## src/rtl/seg7_scan_driver.sv

```systemverilog
// seg7_scan_driver
//   Time-multiplexed N-digit 7-segment display driver. One digit is driven
//   per scan slot: a one-hot digit select plus that digit's decoded segments.
//   New digit values are staged on load and only copied to the display at a
//   frame boundary, so a single frame never mixes old and new digits.
//   Also provides leading-zero blanking, per-digit blink, optional hex glyphs
//   and selectable output polarity.
//
// Ports
//   clk            system clock, rising edge
//   rst_n          synchronous reset, active low
//   load           1-cycle strobe, captures digits_in into staging
//   digits_in      packed digits, [3:0] = digit 0 (least significant)
//   blank_lz_en    enable leading-zero blanking
//   blink_en       enable blinking of digits selected by blink_mask
//   blink_mask     bit i = 1: digit i blinks
//   seg_out        segments {a,b,c,d,e,f,g}, a = MSB
//   dig_sel        one-hot digit enable
//   frame_tick     high during the last clock of each frame
//   update_pending staging holds a value not yet shown

module seg7_scan_driver #(
  parameter int NUM_DIGITS   = 3,
  parameter int SCAN_DIV     = 1000,
  parameter int BLINK_FRAMES = 50,
  parameter int HEX_EN       = 0,
  parameter int ACTIVE_LOW   = 0
) (
  input  logic                      clk,
  input  logic                      rst_n,
  input  logic                      load,
  input  logic [4*NUM_DIGITS-1:0]   digits_in,
  input  logic                      blank_lz_en,
  input  logic                      blink_en,
  input  logic [NUM_DIGITS-1:0]     blink_mask,
  output logic [6:0]                seg_out,
  output logic [NUM_DIGITS-1:0]     dig_sel,
  output logic                      frame_tick,
  output logic                      update_pending
);

  localparam int PW = (SCAN_DIV > 1) ? $clog2(SCAN_DIV) : 1;
  localparam int IW = (NUM_DIGITS > 1) ? $clog2(NUM_DIGITS) : 1;
  localparam int BW = (BLINK_FRAMES > 1) ? $clog2(BLINK_FRAMES) : 1;

  localparam logic [PW-1:0] PRE_LAST   = PW'(SCAN_DIV - 1);
  localparam logic [IW-1:0] IDX_LAST   = IW'(NUM_DIGITS - 1);
  localparam logic [BW-1:0] BLINK_LAST = BW'(BLINK_FRAMES - 1);
  localparam logic          INV        = (ACTIVE_LOW != 0);

  localparam logic [6:0] GLYPH_ZERO = 7'b111_1110;

  logic [PW-1:0]           prescaler, prescaler_n;
  logic [IW-1:0]           index, index_n;
  logic [4*NUM_DIGITS-1:0] display, display_n;
  logic [4*NUM_DIGITS-1:0] staging, staging_n;
  logic                    pending, pending_n;
  logic [BW-1:0]           blink_cnt, blink_cnt_n;
  logic                    blink_phase, blink_phase_n;
  logic                    boundary;

  logic [3:0]              digit_n;
  logic                    lz_blank, blink_blank;
  logic                    all_zero;
  logic [6:0]              seg_n;
  logic [NUM_DIGITS-1:0]   sel_n;
  logic                    tick_n;

  function automatic logic [6:0] decode(input logic [3:0] code);
    logic [6:0] g;
    g = 7'b000_0001;
    case (code)
      4'd0: g = 7'b111_1110;
      4'd1: g = 7'b011_0000;
      4'd2: g = 7'b110_1101;
      4'd3: g = 7'b111_1001;
      4'd4: g = 7'b011_0011;
      4'd5: g = 7'b101_1011;
      4'd6: g = 7'b101_1111;
      4'd7: g = 7'b111_0000;
      4'd8: g = 7'b111_1111;
      4'd9: g = 7'b111_0011;
      default: begin
        if (HEX_EN != 0) begin
          case (code)
            4'd10:   g = 7'b111_0111;
            4'd11:   g = 7'b001_1111;
            4'd12:   g = 7'b100_1110;
            4'd13:   g = 7'b011_1101;
            4'd14:   g = 7'b100_1111;
            default: g = 7'b100_0111;
          endcase
        end else begin
          g = 7'b000_0001;
        end
      end
    endcase
    return g;
  endfunction

  // Next-state logic; the output registers are loaded from the next-state
  // values so they change on the same edge as index/display.
  always_comb begin
    boundary      = (prescaler == PRE_LAST) && (index == IDX_LAST);
    prescaler_n   = (prescaler == PRE_LAST) ? '0 : prescaler + PW'(1);
    index_n       = index;
    if (prescaler == PRE_LAST)
      index_n = (index == IDX_LAST) ? '0 : index + IW'(1);

    display_n     = (boundary && pending) ? staging : display;
    staging_n     = load ? digits_in : staging;
    // A load on the boundary edge stays pending for the following frame.
    pending_n     = boundary ? load : (pending | load);

    blink_cnt_n   = blink_cnt;
    blink_phase_n = blink_phase;
    if (!blink_en) begin
      blink_cnt_n   = '0;
      blink_phase_n = 1'b0;
    end else if (boundary) begin
      if (blink_cnt == BLINK_LAST) begin
        blink_cnt_n   = '0;
        blink_phase_n = ~blink_phase;
      end else begin
        blink_cnt_n   = blink_cnt + BW'(1);
      end
    end

    // Walk from the top digit down so all_zero means "this digit and every
    // higher digit are zero" when we reach the selected index.
    digit_n  = '0;
    lz_blank = 1'b0;
    all_zero = 1'b1;
    for (int i = NUM_DIGITS - 1; i >= 0; i--) begin
      all_zero = all_zero && (display_n[4*i +: 4] == 4'd0);
      if (index_n == IW'(i)) begin
        digit_n = display_n[4*i +: 4];
        if (blank_lz_en && (i != 0) && all_zero)
          lz_blank = 1'b1;
      end
    end

    blink_blank = 1'b0;
    sel_n       = '0;
    for (int i = 0; i < NUM_DIGITS; i++) begin
      sel_n[i] = (index_n == IW'(i));
      if (sel_n[i] && blink_en && blink_mask[i] && blink_phase_n)
        blink_blank = 1'b1;
    end

    seg_n  = (lz_blank || blink_blank) ? 7'b000_0000 : decode(digit_n);
    tick_n = (prescaler_n == PRE_LAST) && (index_n == IDX_LAST);
  end

  always_ff @(posedge clk) begin
    if (!rst_n) begin
      prescaler      <= '0;
      index          <= '0;
      display        <= '0;
      staging        <= '0;
      pending        <= 1'b0;
      blink_cnt      <= '0;
      blink_phase    <= 1'b0;
      seg_out        <= INV ? ~GLYPH_ZERO : GLYPH_ZERO;
      dig_sel        <= INV ? ~NUM_DIGITS'(1) : NUM_DIGITS'(1);
      frame_tick     <= 1'b0;
      update_pending <= 1'b0;
    end else begin
      prescaler      <= prescaler_n;
      index          <= index_n;
      display        <= display_n;
      staging        <= staging_n;
      pending        <= pending_n;
      blink_cnt      <= blink_cnt_n;
      blink_phase    <= blink_phase_n;
      seg_out        <= INV ? ~seg_n : seg_n;
      dig_sel        <= INV ? ~sel_n : sel_n;
      frame_tick     <= tick_n;
      update_pending <= pending_n;
    end
  end

endmodule

```

## config.mk

```make
export PLATFORM = sky130hd
export DESIGN_NAME = seg7_scan_driver
export DESIGN_NICKNAME = d
export VERILOG_FILES = /design/src/rtl/seg7_scan_driver.sv
export SDC_FILE = /design/constraint.sdc
export NUM_CORES = 1
export LEC_CHECK = 0
export ABC_CLOCK_PERIOD_IN_PS = 2800
export BUFFER_PORTS_ARGS = -buffer_cell sky130_fd_sc_hd__buf_2
export CELL_PAD_IN_SITES_DETAIL_PLACEMENT = 0
export CELL_PAD_IN_SITES_GLOBAL_PLACEMENT = 1
export CORE_ASPECT_RATIO = 0.7
export CORE_UTILIZATION = 45
export DETAILED_ROUTE_END_ITERATION = 12
export MAX_ROUTING_LAYER = met4
export PLACE_DENSITY_LB_ADDON = 0.1
export SLEW_MARGIN = 10
export SYNTH_ARGS = -nofsm -noshare
export SYNTH_HDL_FRONTEND = slang
export SYNTH_SLANG_ARGS = --single-unit
```

## constraint.sdc

```tcl
create_clock -name clk -period 2.8 [get_ports clk]
set_input_delay 0.28 -clock clk [delete_from_list [all_inputs] [get_ports clk]]
set_output_delay 0.28 -clock clk [all_outputs]
set_load 0.005 [all_outputs]
```

Yosys cells after proc, flatten, opt, wreduce, memory -nomap -nowiden. Index checks and enable logic that the tools add are counted.

Logic and storage cells: 75. Flip-flop bits (word level): 55. Output and inout bits: 12. Input port bits: 20.

Equal/unequal tests: 15. Bitwise logic cells: 3. Reductions and logical operators: 22. Muxes and demuxes: 21. Add/sub/neg operators: 3.

Operator list (count): $pmux W7 S10 (1); $eq A10 B10 Y1 const B (2); $eq A4 B3 Y1 const B (4); $logic_and A1 B1 Y1 (15); $logic_not A4 Y1 (3); $mux W12 (1); $mux W4 (3); $mux W1 (11); $add A10 B1 Y10 const B (1); $mux W10 (1); $eq A4 B2 Y1 const B (2); $eq A4 B4 Y1 const B (2); $mux W7 (1); $add A6 B1 Y6 const B (1); $eq A6 B6 Y1 const B (1); $mux W6 (1); $eq A2 B2 Y1 const B (2); $eq A4 B1 Y1 const B (1); $mux W2 (2); $add A2 B1 Y2 const B (1); $eq A2 B1 Y1 const B (1); $logic_not A2 Y1 (1); $not A1 Y1 (2); $reduce_and A2 Y1 (1); other kinds (3) (3).

Depth between registers and ports, before layout. Gate-level depths: netlist of the first run.

Depth after elaboration: 12. Mapped depth: 10. Depth with buffers taken out: 8.

Least setup slack after synthesis of the first run. Ideal clock, no wire load.

Kind: register to register. From: register prescaler[0]. To: register seg_out[3]. Data required time: 2671 ps. Buffers on the path: 1. Library setup time: 129 ps. Stages on the path, launching flop included: 10. Data arrival time: 2343 ps. Setup slack: 328 ps. Period minus slack after synthesis: 2472 ps. Cells stage by stage: dfxtp_1 -> ha_1 -> nand3_1 -> nor3_4 -> buf_4 -> mux2i_1 -> mux2i_4 -> or2_2 -> a311oi_1 -> o21ai_1.

Cells in the longest elaborated chain, start to end: 12. Elaborated cells between the ends (all ways): 47. Those cells by class: eq/ne (12); mux (16); reduce/logical (19).

Ends and longest elaborated chain: start: declaration (RTL line 53) `logic [PW-1:0] prescaler, prescaler_n;`; start signal: assignment (RTL line 169) `prescaler <= prescaler_n;`; $eq A10 B10 Y1 * (RTL line 104, 107); parallel branches: the longest is 10 deep, another holds $pmux W7 S10; $mux W7 * (RTL line 151) `seg_n = (lz_blank || blink_blank) ? 7'b000_0000 : decode(digit_n);`; end signal: assignment (RTL line 164) `seg_out <= INV ? ~GLYPH_ZERO : GLYPH_ZERO;`; end signal: assignment (RTL line 176) `seg_out <= INV ? ~seg_n : seg_n;`; end: declaration (RTL line 36) `output logic [6:0] seg_out,`.

Mark *: on every way between the ends. A chain may end at the register's enable or synchronous reset.

Worst setup path after layout of the first run. Same ends and word-level chain as after synthesis.

==> results.toml, run 1 <==
[flow_run]
max_cap_violations = 0

[synth]
syn_inst = 286
yosysSeqAreaShare_pct = 38.2
synth-seq-cells = 55
yosys_warnings = 0
syn-num-nets = 310
syn_area_per_cell_sq_um = 10.1
synth_cell_types = 56
async_reset_ff_share_pct = 0
synth-main-ff-cell = "dfxtp_1"
synth_edf_count = 0
syn_area_sq_um = 2880

[critical_path]
critPathKind = "register to register"
crit_path_end_kind = "register"
reg2reg_depth = 9
crit_required_ns = 3.00
cp_data_arrival_time_ns = 2.73
startpoint = "prescaler[0]$_SDFF_PN0_"
critPathLaunchType = "register"
critPathMaxFanout = 15
rr_startpoint = "prescaler[0]$_SDFF_PN0_"
ff2ff_setup_slack_ns = 0.27
worstSetupEndpoint = "seg_out[3]$_SDFF_PN1_"
reg2reg_to = "seg_out[3]$_SDFF_PN1_"

[placed_design]
gp_congestion = 0.800
dp.final_hpwl_um = 4090
place_inst = 382
numPortBuffers = 31

[status]
outcome = "complete, but fails checks"
violations = "DRC"

[global_route]
grt-ovfl-total = 0
grt_pass1_wl_um = 9430
antenna_found_initial = 0
grt_pass1_vias = 1811
grtUsageTotal_pct = 18.7
grt_max_degree = 25

[cells_and_area]
fin_nets = 338
syn2layout_area_growth_pct = 11.6
final_cell_count_no_fill = 390
drive_gt1_share_pct = 21.6
diodes = 0

[die]
rows = 23
die_area_sq_um = 6730
io_pins = 32
die_h_um = 69.0
start_util_pct = 48.4
fp.dieW_um = 97.6
coreArea_sq_um = 5960

[detailed_routing]
vias_per_cell = 5.26
drt-pass1-iter-count = 8
initialDrtViolationCount = 77
wl_um = 5600
drc = 10
wl_per_cell_um = 14.4
vias = 2053
drtAntennaViolNets = 0

[clock_network]
cts_setup_buffers = 0
cts_tree = "built"
cts.path.max_buffers = 2
htreeDepth = 2
ctsRootBufferMaster = "clkbuf_8"
cts_sinks = 55
clk_latency_ns = 0.31
clk_pin_slew_ns = 0.11
cts_made_buffers = 5

[hold_path]
min_path_cells = 3
hp-class = "primary input to register"

[timing]
hold_violations = 0
worst_pin_slew_ns = 0.512
setup_tns_ns = 0
grt_setup_unrepaired = "no"
setup_violations = 0
max_freq_ghz = 0.395
finalCritPeriodShare_pct = 90.4
maxSlewViolCount = 0
max_slew_margin_pct = 65.7
fin_crit_ns = 2.53
fin_skew_ns = 0.00692

[power]
ir_drop_v = 0.000261
cellLeakagePower_nw = 1.36
powerDensity_nw_per_um2 = 452
## sequential cells by signal, indices dropped and copies added (netlist names)
| name | count |
|---|---|
| seg_out | 7 |
| frame_tick | 1 |
| blink_phase | 1 |
| index | 2 |
| blink_cnt | 6 |
| prescaler | 10 |
| dig_sel | 3 |
| staging | 12 |
| display | 12 |
| pending | 1 |
## cells in the mapped netlist (2+ instances only)
| library cell | instances | share of area (%) |
|---|---|---|
| nor2_1 | 24 | 3.1 |
| ha_1 | 4 | 1.7 |
| buf_6 | 4 | 1.6 |
| nand2b_1 | 11 | 2.4 |
| and2_1 | 4 | 0.87 |
| a21oi_1 | 4 | 0.69 |
| nand4_1 | 2 | 0.43 |
| clkbuf_1 | 8 | 1.0 |
| nor2b_1 | 28 | 6.1 |
| a32oi_1 | 2 | 0.61 |
| mux2i_1 | 38 | 13 |
| o22ai_1 | 2 | 0.43 |
| nor3b_1 | 2 | 0.52 |
| or2_2 | 3 | 0.65 |
| o21ai_0 | 6 | 1.0 |
| mux2_4 | 2 | 1.0 |
| mux4_2 | 4 | 3.1 |
| inv_1 | 4 | 0.52 |
| xor2_1 | 9 | 2.7 |
| nand3_1 | 6 | 1.0 |
| a21boi_0 | 3 | 0.78 |
| mux2_2 | 4 | 1.6 |
| nand2_1 | 12 | 1.6 |
| o31ai_1 | 2 | 0.52 |
| mux2_1 | 2 | 0.78 |
| dfxtp_1 | 55 | 38 |
| xnor2_1 | 5 | 1.5 |
| mux2i_4 | 3 | 2.3 |
| o21ai_1 | 5 | 0.87 |
| buf_1 | 2 | 0.26 |
## how the worst min path moves through the flow
stage,startpoint,end,slack [ns]
5_1_grt,digits_in[9],staging[9]$_SDFFE_PN0P_,0.21
3_3_place_gp,prescaler[0]$_SDFF_PN0_,prescaler[0]$_SDFF_PN0_,0.45
3_5_place_dp,prescaler[0]$_SDFF_PN0_,prescaler[0]$_SDFF_PN0_,0.45
2_1_floorplan,rst_n,prescaler[8]$_SDFF_PN0_,0.42
6_report,digits_in[6],staging[6]$_SDFFE_PN0P_,0.21
4_1_cts,digits_in[6],staging[6]$_SDFFE_PN0P_,0.21
## stage by stage
step	total power [mW]	utilization, %	hold slack, ns	worst slack (ns)	area (sq um)
2_1_floorplan	0.881	-	0.417	0.328	2880
3_3_place_gp	0.915	51.9	0.446	0.313	3090
3_5_place_dp	0.917	51.9	0.450	0.198	3090
4_1_cts	1.47	53.9	0.206	0.184	3210
5_1_grt	1.51	54.0	0.206	0.106	3210
6_report	1.45	54.0	0.213	0.267	3210
## placed cells by master (no fill, tap or decap), types with 6 or more instances in the layout
cell,netlist,layout
dfxtp_1,55,55
mux2i_1,38,38
buf_2,1,31
nor2b_1,28,28
nor2_1,24,24
nand2_1,12,12
nand2b_1,11,11
xor2_1,9,9
nand3_1,6,6
o21ai_0,6,6
## cell type report
| class | instances | area [sq um] |
|---|---|---|
| Tap cell | 75 | 93.8 |
| Inverter | 4 | 15.0 |
| Timing Repair Buffer | 37 | 213 |
| Clock buffer | 5 | 68.8 |
| Clock inverter | 3 | 47.5 |
| Multi-Input combinational cell | 211 | 1680 |
| Fill cell | 550 | 2740 |
| Sequential cell | 55 | 1100 |
## layer usage
metal | vias to the layer above | GRT usage [%] | wire [um]
li1 | 1058 | - | -
met1 | 956 | 27.9 | 3310
met2 | 34 | 24.6 | 2050
met3 | 5 | 4.13 | 191
met4 | 0 | 5.11 | 42
met5 | - | - | 0
## power breakdown
part           leakage [nW]  internal (mW)  switching (mW)
logic                 0.852         0.0416          0.0388
clock network        0.0587          0.272           0.281
registers             0.448          0.802          0.0163
total                  1.36           1.11           0.336
## critical path, stage by stage (launching register included)
cell and delay (ns):
dfxtp_1 0.38, ha_1 0.21, nand3_1 0.21, nor3_4 0.27
buf_12 0.18, mux4_2 0.33, mux2i_4 0.31, and3b_1 0.24
a311oi_1 0.21, o21ai_1 0.08
## logic make-up after synthesis
family,share of synthesized area (%)
xor+xnor,4.26
compound gates,8.73
simple gates,21.2
buf+inv,3.82
fa+ha+maj,1.74
flops,38.2
mux,22.1
## repair_timing
action                                  in CTS  in global routing
endpoints found under the setup margin       0                  2
resized for setup                            0                  1
hold buffers                                 0                  0
endpoints found under the hold margin        0                  0
No activity file was read; power rests on OpenSTA's default activity.
==> inputs of run 2 (changes only) <==
--- a/config.mk
+++ b/config.mk
@@ -6,7 +6,7 @@
 export NUM_CORES = 1
 export LEC_CHECK = 0
 export ABC_CLOCK_PERIOD_IN_PS = 2800
-export BUFFER_PORTS_ARGS = -buffer_cell sky130_fd_sc_hd__buf_2
+export BUFFER_PORTS_ARGS = -buffer_cell sky130_fd_sc_hd__clkbuf_2
 export CELL_PAD_IN_SITES_DETAIL_PLACEMENT = 0
 export CELL_PAD_IN_SITES_GLOBAL_PLACEMENT = 1
 export CORE_ASPECT_RATIO = 0.7
==> results.toml, run 2 (synthesis gave the netlist of run 1 again) <==
[global_route]
grt_max_degree = 25
grt_pass1_wl_um = 9600
grt_pass1_vias = 1882
grt-ovfl-total = 0
grtUsageTotal_pct = 19.1
antenna_found_initial = 0

[critical_path]
cpPeakStageDelay_ns = 0.70
ff2ff_setup_slack_ns = 0.23
critPathMaxFanout = 9
reg2reg_to = "seg_out[1]$_SDFF_PN1_"
cp_cell_sequence = "ha_1, nand3_1, or4_4, mux2i_1, a2111oi_2, o21ai_2, o311ai_4, o31ai_1"
cpMaxStageDelayCell = "or4_4"
crit_required_ns = 3.03
cp_data_arrival_time_ns = 2.79
critPathLaunchType = "register"
critPathKind = "register to register"
reg2reg_depth = 8
rr_startpoint = "prescaler[0]$_SDFF_PN0_"
cp.buffers_inverters = 0
crit_path_end_kind = "register"
critPathTopFamily = "simple AND/OR/NAND/NOR gates"

[flow_run]
max_cap_violations = 0

[die]
start_util_pct = 48.4
die_area_sq_um = 6730
rows = 23
coreArea_sq_um = 5960
die_h_um = 69.0
fp.dieW_um = 97.6
io_pins = 32

[timing]
fin_skew_ns = 0.00789
maxSlewViolCount = 0
fin_crit_ns = 2.57
worst_pin_slew_ns = 0.510
max_slew_margin_pct = 65.8
setup_ws_ns = 0.232
setup_tns_ns = 0
max_freq_ghz = 0.389
setup_violations = 0
hold_slack_ns = 0.222
finalCritPeriodShare_pct = 91.7
grt_setup_unrepaired = "no"
hold_violations = 0

[cells_and_area]
syn2layout_area_growth_pct = 11.4
diodes = 0
layout_common_cells = "dfxtp_1, mux2i_1, clkbuf_2"
fin_nets = 338
finish.instance_area_sq_um = 3210
top_regs = "display (12), staging (12), prescaler (10)"
final_common_cell = "dfxtp_1"
fillCellCount = 548
drive_gt1_share_pct = 21.6

[status]
outcome = "complete, but fails checks"
violations = "DRC"

[detailed_routing]
initialDrtViolationCount = 65
drc = 10
vias = 2027
drt-pass1-iter-count = 10
wl_um = 5770
wl_per_cell_um = 14.8
drtAntennaViolNets = 0
vias_per_cell = 5.20

[clock_network]
cts_tree = "built"
ctsRootBufferMaster = "clkbuf_8"
cts.path.max_buffers = 2
cts_sinks = 55
cts_made_buffers = 5
clk_pin_slew_ns = 0.10
cts_setup_buffers = 0
htreeDepth = 2
clk_latency_ns = 0.31

[placed_design]
place_area_sq_um = 3090
place_ws_ns = 0.246
numPortBuffers = 31
gp_congestion = 0.808
dp.final_hpwl_um = 4110

[hold_path]
hp-class = "primary input to register"
min_path_cells = 3
holdCritStartpoint = "digits_in[11]"
holdPathEnd = "staging[11]$_SDFFE_PN0P_"

[power]
cellLeakagePower_nw = 1.37
powerDensity_nw_per_um2 = 445
ir_drop_v = 0.000203
==> run 2: timing repair <==
action,in CTS,in global routing
hold buffers,0,0
gates resized for setup,0,1
hold endpoints to repair,0,0
endpoints found under the setup margin,0,6
==> run 2: power breakdown <==
part	total, mW	switching, mW	internal [mW]
Combinational	0.0800	0.0385	0.0415
Clock	0.532	0.265	0.267
Sequential	0.818	0.0161	0.801
==> run 2: final cells by class <==
class                   instances  area [sq um]  area share (%)
flip-flops and latches         55          1100            34.3
well taps                      75          93.8            2.92
clock inverters                 3          43.8            1.36
inverters                       4          15.0           0.468
repair buffers                 37           213            6.63
clock buffers                   5          68.8            2.14
multi-input cells             211          1680            52.2
==> run 2: worst reg2reg max path, delay by kind of cell, from the launching register on <==
kind	cells	cell delay, ns
adder cells (fa/ha/maj)	1	0.22
AO/OA/AOI/OAI	4	0.71
multiplexers	1	0.26
flip-flops	1	0.38
AND/OR/NAND/NOR	2	0.91
==> run 2: stage by stage <==
stage	power, mW	std cells	utilization (%)
global route	1.49	390	53.9
CTS	1.45	390	53.8
detailed placement	0.916	382	51.9
global placement	0.915	382	51.9
finish	1.43	390	53.9
floorplan	0.881	286	-
==> run 2: metal layers <==
metal	vias to the layer above	track usage [%]	share of wire (%)
met3	5	3.73	3.3
met4	0	5.68	0.83
met2	35	26.6	40
met5	-	-	0
met1	933	27.6	56
li1	1054	-	-
==> run 2: how the worst max path moves through the flow <==
stage	start	to	slack (ns)	depth (start not counted)
after global placement	prescaler[0]$_SDFF_PN0_	seg_out[1]$_SDFF_PN1_	0.31	8
after floorplan	prescaler[0]$_SDFF_PN0_	seg_out[3]$_SDFF_PN1_	0.33	9
final	prescaler[0]$_SDFF_PN0_	seg_out[1]$_SDFF_PN1_	0.23	8
after CTS	prescaler[0]$_SDFF_PN0_	seg_out[1]$_SDFF_PN1_	0.12	8
after detailed placement	prescaler[0]$_SDFF_PN0_	seg_out[1]$_SDFF_PN1_	0.25	8
after global routing	prescaler[0]$_SDFF_PN0_	seg_out[3]$_SDFF_PN1_	0.02	9
